--- src/rtl/line_fill_pkg.sv ---
// Shared types and sizes for the line fill buffer.
// Holds the fill FSM state enum, the sizes derived from the default
// geometry, and packed beat/line types.
package line_fill_pkg;

    localparam int WORD_W_D         = 16;
    localparam int WORDS_PER_LINE_D = 8;
    localparam int BEAT_WORDS_D     = 4;
    localparam int WAY_W_D          = 2;
    localparam int INDEX_W_D        = 3;

    localparam int BEATS  = WORDS_PER_LINE_D / BEAT_WORDS_D;
    localparam int LINE_W = WORDS_PER_LINE_D * WORD_W_D;
    localparam int BEAT_W = BEAT_WORDS_D * WORD_W_D;
    localparam int CNT_W  = (BEATS > 1) ? $clog2(BEATS) : 1;

    typedef logic [BEAT_W-1:0] beat_t;
    typedef logic [LINE_W-1:0] line_t;

    typedef enum logic [1:0] {
        IDLE  = 2'd0,
        FILL  = 2'd1,
        WRITE = 2'd2
    } fill_state_t;

    // Offset/counter width helper: at least one bit even for a single entry.
    function automatic int min1_clog2(input int n);
        return (n > 1) ? $clog2(n) : 1;
    endfunction

endpackage

--- src/rtl/line_fill_buffer_beat_word_sel.sv ---
// beat_word_sel: combinational pick of one word out of a memory beat.
// Ports:
//   beat  - BEAT_WORDS*WORD_W beat, word 0 in LSBs
//   off   - word offset within the beat
//   word  - selected word
module beat_word_sel
    import line_fill_pkg::*;
#(
    parameter int WORD_W     = WORD_W_D,
    parameter int BEAT_WORDS = BEAT_WORDS_D,
    parameter int OFF_W      = min1_clog2(BEAT_WORDS)
) (
    input  logic [BEAT_WORDS*WORD_W-1:0] beat,
    input  logic [OFF_W-1:0]             off,
    output logic [WORD_W-1:0]            word
);

    assign word = beat[off*WORD_W +: WORD_W];

endmodule

--- src/rtl/line_fill_buffer.sv ---
// line_fill_buffer: gathers memory read beats into one cache line and
// hands the line to the data array (way/set chosen at request time).
// Optional critical-word-first forwarding is built when
// LINE_FILL_BUFFER_CWF_EN is defined; otherwise fwd_* are tied to 0.
// Ports:
//   clk, rst_n                     clock, async active-low reset
//   req_valid/req_ready            fill request handshake (ready only in IDLE)
//   req_way/req_index/req_word     destination way/set and critical word
//   mem_read                       held high while beats are being collected
//   mem_resp/mem_rdata             one beat per cycle with mem_resp high
//   fwd_valid/fwd_data             critical word pulse (CWF build only)
//   wr_valid/wr_ready              line write handshake to the data array
//   wr_way/wr_index/wr_line        write destination and assembled line
//   busy                           not idle
module line_fill_buffer
    import line_fill_pkg::*;
#(
    parameter int WORD_W         = WORD_W_D,
    parameter int WORDS_PER_LINE = WORDS_PER_LINE_D,
    parameter int BEAT_WORDS     = BEAT_WORDS_D,
    parameter int WAY_W          = WAY_W_D,
    parameter int INDEX_W        = INDEX_W_D
) (
    input  logic                             clk,
    input  logic                             rst_n,
    input  logic                             req_valid,
    output logic                             req_ready,
    input  logic [WAY_W-1:0]                 req_way,
    input  logic [INDEX_W-1:0]               req_index,
    input  logic [2:0]                       req_word,
    output logic                             mem_read,
    input  logic                             mem_resp,
    input  logic [BEAT_WORDS*WORD_W-1:0]     mem_rdata,
    output logic                             fwd_valid,
    output logic [WORD_W-1:0]                fwd_data,
    output logic                             wr_valid,
    input  logic                             wr_ready,
    output logic [WAY_W-1:0]                 wr_way,
    output logic [INDEX_W-1:0]               wr_index,
    output logic [WORDS_PER_LINE*WORD_W-1:0] wr_line,
    output logic                             busy
);

    localparam int NBEATS = WORDS_PER_LINE / BEAT_WORDS;
    localparam int BW     = BEAT_WORDS * WORD_W;
    localparam int LW     = WORDS_PER_LINE * WORD_W;
    localparam int CW     = min1_clog2(NBEATS);
    localparam int OFF_W  = min1_clog2(BEAT_WORDS);

    fill_state_t         state;
    logic [CW-1:0]       cnt;
    logic [LW-1:0]       line;
    logic [WAY_W-1:0]    way_r;
    logic [INDEX_W-1:0]  index_r;
    logic [2:0]          word_r;
    logic                req_ready_r, mem_read_r, wr_valid_r;

    wire last_beat = (cnt == CW'(NBEATS - 1));

    // Control outputs are registered alongside the state so that they
    // change on the same edge as the state they describe.
    always_ff @(posedge clk or negedge rst_n) begin
        if (!rst_n) begin
            state       <= IDLE;
            cnt         <= '0;
            line        <= '0;
            way_r       <= '0;
            index_r     <= '0;
            word_r      <= '0;
            req_ready_r <= 1'b1;
            mem_read_r  <= 1'b0;
            wr_valid_r  <= 1'b0;
        end else begin
            case (state)
                IDLE: begin
                    if (req_valid) begin
                        way_r       <= req_way;
                        index_r     <= req_index;
                        word_r      <= req_word;
                        cnt         <= '0;
                        state       <= FILL;
                        req_ready_r <= 1'b0;
                        mem_read_r  <= 1'b1;
                    end
                end
                FILL: begin
                    if (mem_resp) begin
                        line[cnt*BW +: BW] <= mem_rdata;
                        if (last_beat) begin
                            cnt        <= '0;
                            state      <= WRITE;
                            mem_read_r <= 1'b0;
                            wr_valid_r <= 1'b1;
                        end else begin
                            cnt <= cnt + CW'(1);
                        end
                    end
                end
                WRITE: begin
                    if (wr_ready) begin
                        state       <= IDLE;
                        wr_valid_r  <= 1'b0;
                        req_ready_r <= 1'b1;
                    end
                end
                default: begin
                    state       <= IDLE;
                    req_ready_r <= 1'b1;
                    mem_read_r  <= 1'b0;
                    wr_valid_r  <= 1'b0;
                end
            endcase
        end
    end

    assign req_ready = req_ready_r;
    assign busy      = !req_ready_r;
    assign mem_read  = mem_read_r;
    assign wr_valid  = wr_valid_r;
    assign wr_way    = way_r;
    assign wr_index  = index_r;
    assign wr_line   = line;

    // Critical word: beat number is req_word / BEAT_WORDS, offset inside
    // that beat is req_word % BEAT_WORDS.
    logic [OFF_W-1:0]  crit_off;
    logic [CW-1:0]     crit_beat;
    logic [WORD_W-1:0] crit_word;

    assign crit_off  = OFF_W'(32'(word_r) % BEAT_WORDS);
    assign crit_beat = CW'(32'(word_r) / BEAT_WORDS);

    beat_word_sel #(
        .WORD_W     (WORD_W),
        .BEAT_WORDS (BEAT_WORDS),
        .OFF_W      (OFF_W)
    ) u_sel (
        .beat (mem_rdata),
        .off  (crit_off),
        .word (crit_word)
    );

`ifdef LINE_FILL_BUFFER_CWF_EN
    logic              fwd_valid_r;
    logic [WORD_W-1:0] fwd_data_r;
    wire               fwd_hit = (state == FILL) && mem_resp && (cnt == crit_beat);

    // fwd_data keeps the last forwarded word; only fwd_valid is a pulse.
    always_ff @(posedge clk or negedge rst_n) begin
        if (!rst_n) begin
            fwd_valid_r <= 1'b0;
            fwd_data_r  <= '0;
        end else begin
            fwd_valid_r <= fwd_hit;
            if (fwd_hit) fwd_data_r <= crit_word;
        end
    end

    assign fwd_valid = fwd_valid_r;
    assign fwd_data  = fwd_data_r;
`else
    // Selector output has no load here and is trimmed in synthesis.
    logic unused_cwf;
    assign unused_cwf = ^{crit_word, crit_beat};
    assign fwd_valid  = 1'b0;
    assign fwd_data   = '0;
`endif

endmodule

--- config.mk ---
export PLATFORM = sky130hd
export DESIGN_NAME = line_fill_buffer
export DESIGN_NICKNAME = d
export VERILOG_FILES = /design/src/rtl/line_fill_pkg.sv /design/src/rtl/line_fill_buffer_beat_word_sel.sv /design/src/rtl/line_fill_buffer.sv
export SDC_FILE = /design/constraint.sdc
export NUM_CORES = 1
export LEC_CHECK = 0
export BUFFER_PORTS_ARGS = -buffer_cell sky130_fd_sc_hd__buf_2
export CAP_MARGIN = 10
export CORE_AREA = 2 2 113 115
export DETAILED_ROUTE_END_ITERATION = 10
export DIE_AREA = 0 0 115 117
export GPL_ROUTABILITY_DRIVEN = 0
export PLACE_DENSITY = 0.78
export SLEW_MARGIN = 5
export SYNTH_ARGS = -nofsm -noshare
export SYNTH_HDL_FRONTEND = slang
export SYNTH_SLANG_ARGS = --single-unit
--- constraint.sdc ---
create_clock -name clk -period 1.6 [get_ports clk]
set_input_delay 0.24 -clock clk [delete_from_list [all_inputs] [get_ports clk]]
set_output_delay 0.24 -clock clk [all_outputs]
set_load 0.01 [all_outputs]
==> impl_metrics.py <==
metrics = {
    "routing": {
        "first_pass_iters": 4,
        "via_per_inst": 4.83,
        "vias": 3443,
        "post_drt_wl_per_cell_um": 15.2,
        "drt-total-wl_um": 10800,
        "first_iter_violations": 141,
        "ant_nets": 0,
        "drc": 0,
    },
    "synth": {
        "synthCells": 326,
        "yosysWarnings": 0,
        "synth_top_area_share_pct": 64.5,
        "synth_cell_types": 22,
        "syn_area_um2": 5360,
        "postSynthAreaPerCell_um2": 16.4,
        "seq_area_frac_synth_pct": 64.9,
        "synth_top_cell_by_area": "dfrtp_1",
        "synth_area_leaders": "dfrtp_1, mux2_1, mux2_2, buf_4, buf_6",
        "synth_seq_cells": 139,
    },
    "clocking": {
        "clkTransAtPathRegs_ns": 0.06,
        "cts_tree": "built",
        "post_cts_resized": 0,
        "htree_levels": 4,
        "clockBufferDepth": 2,
        "clk_latency_ns": 0.41,
        "root_buffer": "clkbuf_16",
        "cts_made_buffers": 17,
        "clock_sinks": 139,
    },
    "die": {
        "die_y_um": 117,
        "die_area_um2": 13500,
        "rows": 41,
        "die_x_um": 115,
        "start_util_pct": 43.5,
        "pin_count": 231,
        "coreArea_um2": 12300,
    },
    "sta": {
        "fin_setup_tns_ns": 0,
        "slew_violations": 0,
        "min_period_ns": 1.53,
        "finalSetupViolations": 0,
        "finalHoldViolations": 0,
        "skew_ns": 0.00382,
        "min_period_over_period_pct": 95.8,
        "max_freq_mhz": 652,
        "rsz0062_at_grt": "no",
    },
    "flow_run": {
        "maxCapViolations": 0,
    },
    "placement": {
        "place_hpwl_um": 7830,
        "dp.cells": 680,
        "port_buffers": 210,
    },
    "global_routing": {
        "grt_usage_pct": 16.5,
        "antenna_found_initial": 0,
        "grt_pass1_wl_um": 17100,
        "grt-ovfl-total": 0,
        "grt_max_degree": 53,
        "grt_pass1_vias": 3562,
    },
    "pwr": {
        "p_per_area_nw_per_um2": 2190,
        "p_leak_nw": 3.52,
        "power.share.switching_pct": 31.8,
        "power_switching_mw": 4.99,
        "power_frac_comb_pct": 35.4,
        "pwr-share-seq_pct": 39.6,
        "p_int_mw": 10.7,
        "ir_drop_mv": 1.37,
        "power.share.clock_pct": 24.9,
    },
    "layout": {
        "area_growth_pct": 33.7,
        "mostFrequentLayoutCells": "buf_2, dfrtp_1, mux2_1, mux2_2",
        "layout_commonest_cell": "buf_2",
        "n_antenna_cell": 0,
        "final_cells": 713,
        "drive_above_1_share_pct": 53.1,
        "final_nets": 627,
    },
    "setup_path": {
        "critPathMaxFanout": 35,
        "crit_arrival_ns": 1.82,
        "cp.required_ns": 1.89,
        "worstSetupPathType": "flop to flop",
        "worstSetupStartpointType": "flop",
        "r2r_setup_slack_ns": 0.07,
        "worstSetupEndpointType": "flop",
    },
    "min_path": {
        "holdCritPathClass": "primary input to flop",
    },
    "run_status": {
        "status": "complete, no violations",
    },
}
-- registers in the layout (all words and copies together), names as in the netlist --
| name | count |
|---|---|
| req_ready | 1 |
| wr_way | 2 |
| cnt | 1 |
| state | 2 |
| wr_valid | 1 |
| wr_line | 128 |
| wr_index | 3 |
| mem_read | 1 |
-- final cells by class --
cell class	count	area, µm²
inverter	2	7.51
tap	150	188
timing repair buffer	220	1210
clock buffer	25	515
multi-input combinational	170	1680
fill	1007	5150
clock inverter	7	85.1
sequential	139	3480
-- final timing paths --
| check | from | endpoint | depth (start not counted) |
|---|---|---|---|
| hold / removal | mem_rdata[6] | wr_line[70] | 2 |
| setup reg to reg | cnt | wr_line[2] | 3 |
| hold reg to reg | wr_line[33] | wr_line[33] | 1 |
| setup / recovery | cnt | wr_line[2] | 3 |
| max in group asynchronous | rst_n | wr_line[13] | 3 |
| min in group asynchronous | rst_n | wr_index[0] | 2 |
-- cell usage after synthesis (all sizes together) --
| master | n |
|---|---|
| buf | 31 |
| nand4 | 1 |
| a31oi | 1 |
| conb | 1 |
| nand2b | 1 |
| a21oi | 2 |
| nor3 | 1 |
| dfrtp | 138 |
| dfstp | 1 |
| nor2 | 3 |
| nor2b | 1 |
| mux2 | 133 |
| a211o | 1 |
| o21ai | 2 |
| inv | 2 |
| nand2 | 6 |
| a311o | 1 |
-- stage by stage --
step / utilization (%) / total power, mW / area [µm²] / hold WS [ns] / setup WS [ns]
floorplan: - / 9.40 / 5420 / -0.0556 / 0.214
global placement: 53.2 / 11.7 / 6550 / 0.116 / 0.110
detailed placement: 53.2 / 11.9 / 6550 / 0.129 / 0.0701
CTS: 58.2 / 15.9 / 7160 / 0.0382 / 0.0634
global route: 58.2 / 16.7 / 7160 / 0.0458 / 0.0258
finish: 58.2 / 15.7 / 7160 / 0.0570 / 0.0664
-- logic make-up after synthesis --
kind of cell           count (synthesis)  share of synthesized area, %
DFF                                  139                          64.9
muxes                                133                          28.0
buffers and inverters                 33                          4.97
and+or+nand+nor                       13                          1.21
AOI/OAI and AO/OA                      7                         0.841
other                                  1                        0.0700
-- worst max-delay path: stages (launching register included) --
cell and delay [ns]:
dfrtp_1 0.45, nor3_4 0.32, buf_12 0.25, mux2_2 0.36
-- power groups by stage --
stage	logic, mW	clock network, mW	registers, mW
2_1_floorplan	2.31	0	7.09
3_3_place_gp	5.53	0	6.14
3_5_place_dp	5.67	0	6.25
4_1_cts	5.67	4.01	6.23
5_1_grt	6.08	4.17	6.44
6_report	5.56	3.91	6.22
-- per-layer routing --
layer | up-vias | track usage [%] | wire [µm]
li1 | 1560 | - | -
met1 | 1730 | 18.6 | 4330
met2 | 143 | 27.5 | 5350
met3 | 10 | 6.95 | 973
met4 | 0 | 7.23 | 144
met5 | - | 0 | 0
-- repair_timing --
action / CTS / global route
endpoints found under the hold margin: 23 / 0
setup buffers: 0 / 0
endpoints found under the setup margin: 0 / 0
hold buffers: 1 / 0
Power figures use the tool's default switching activity.
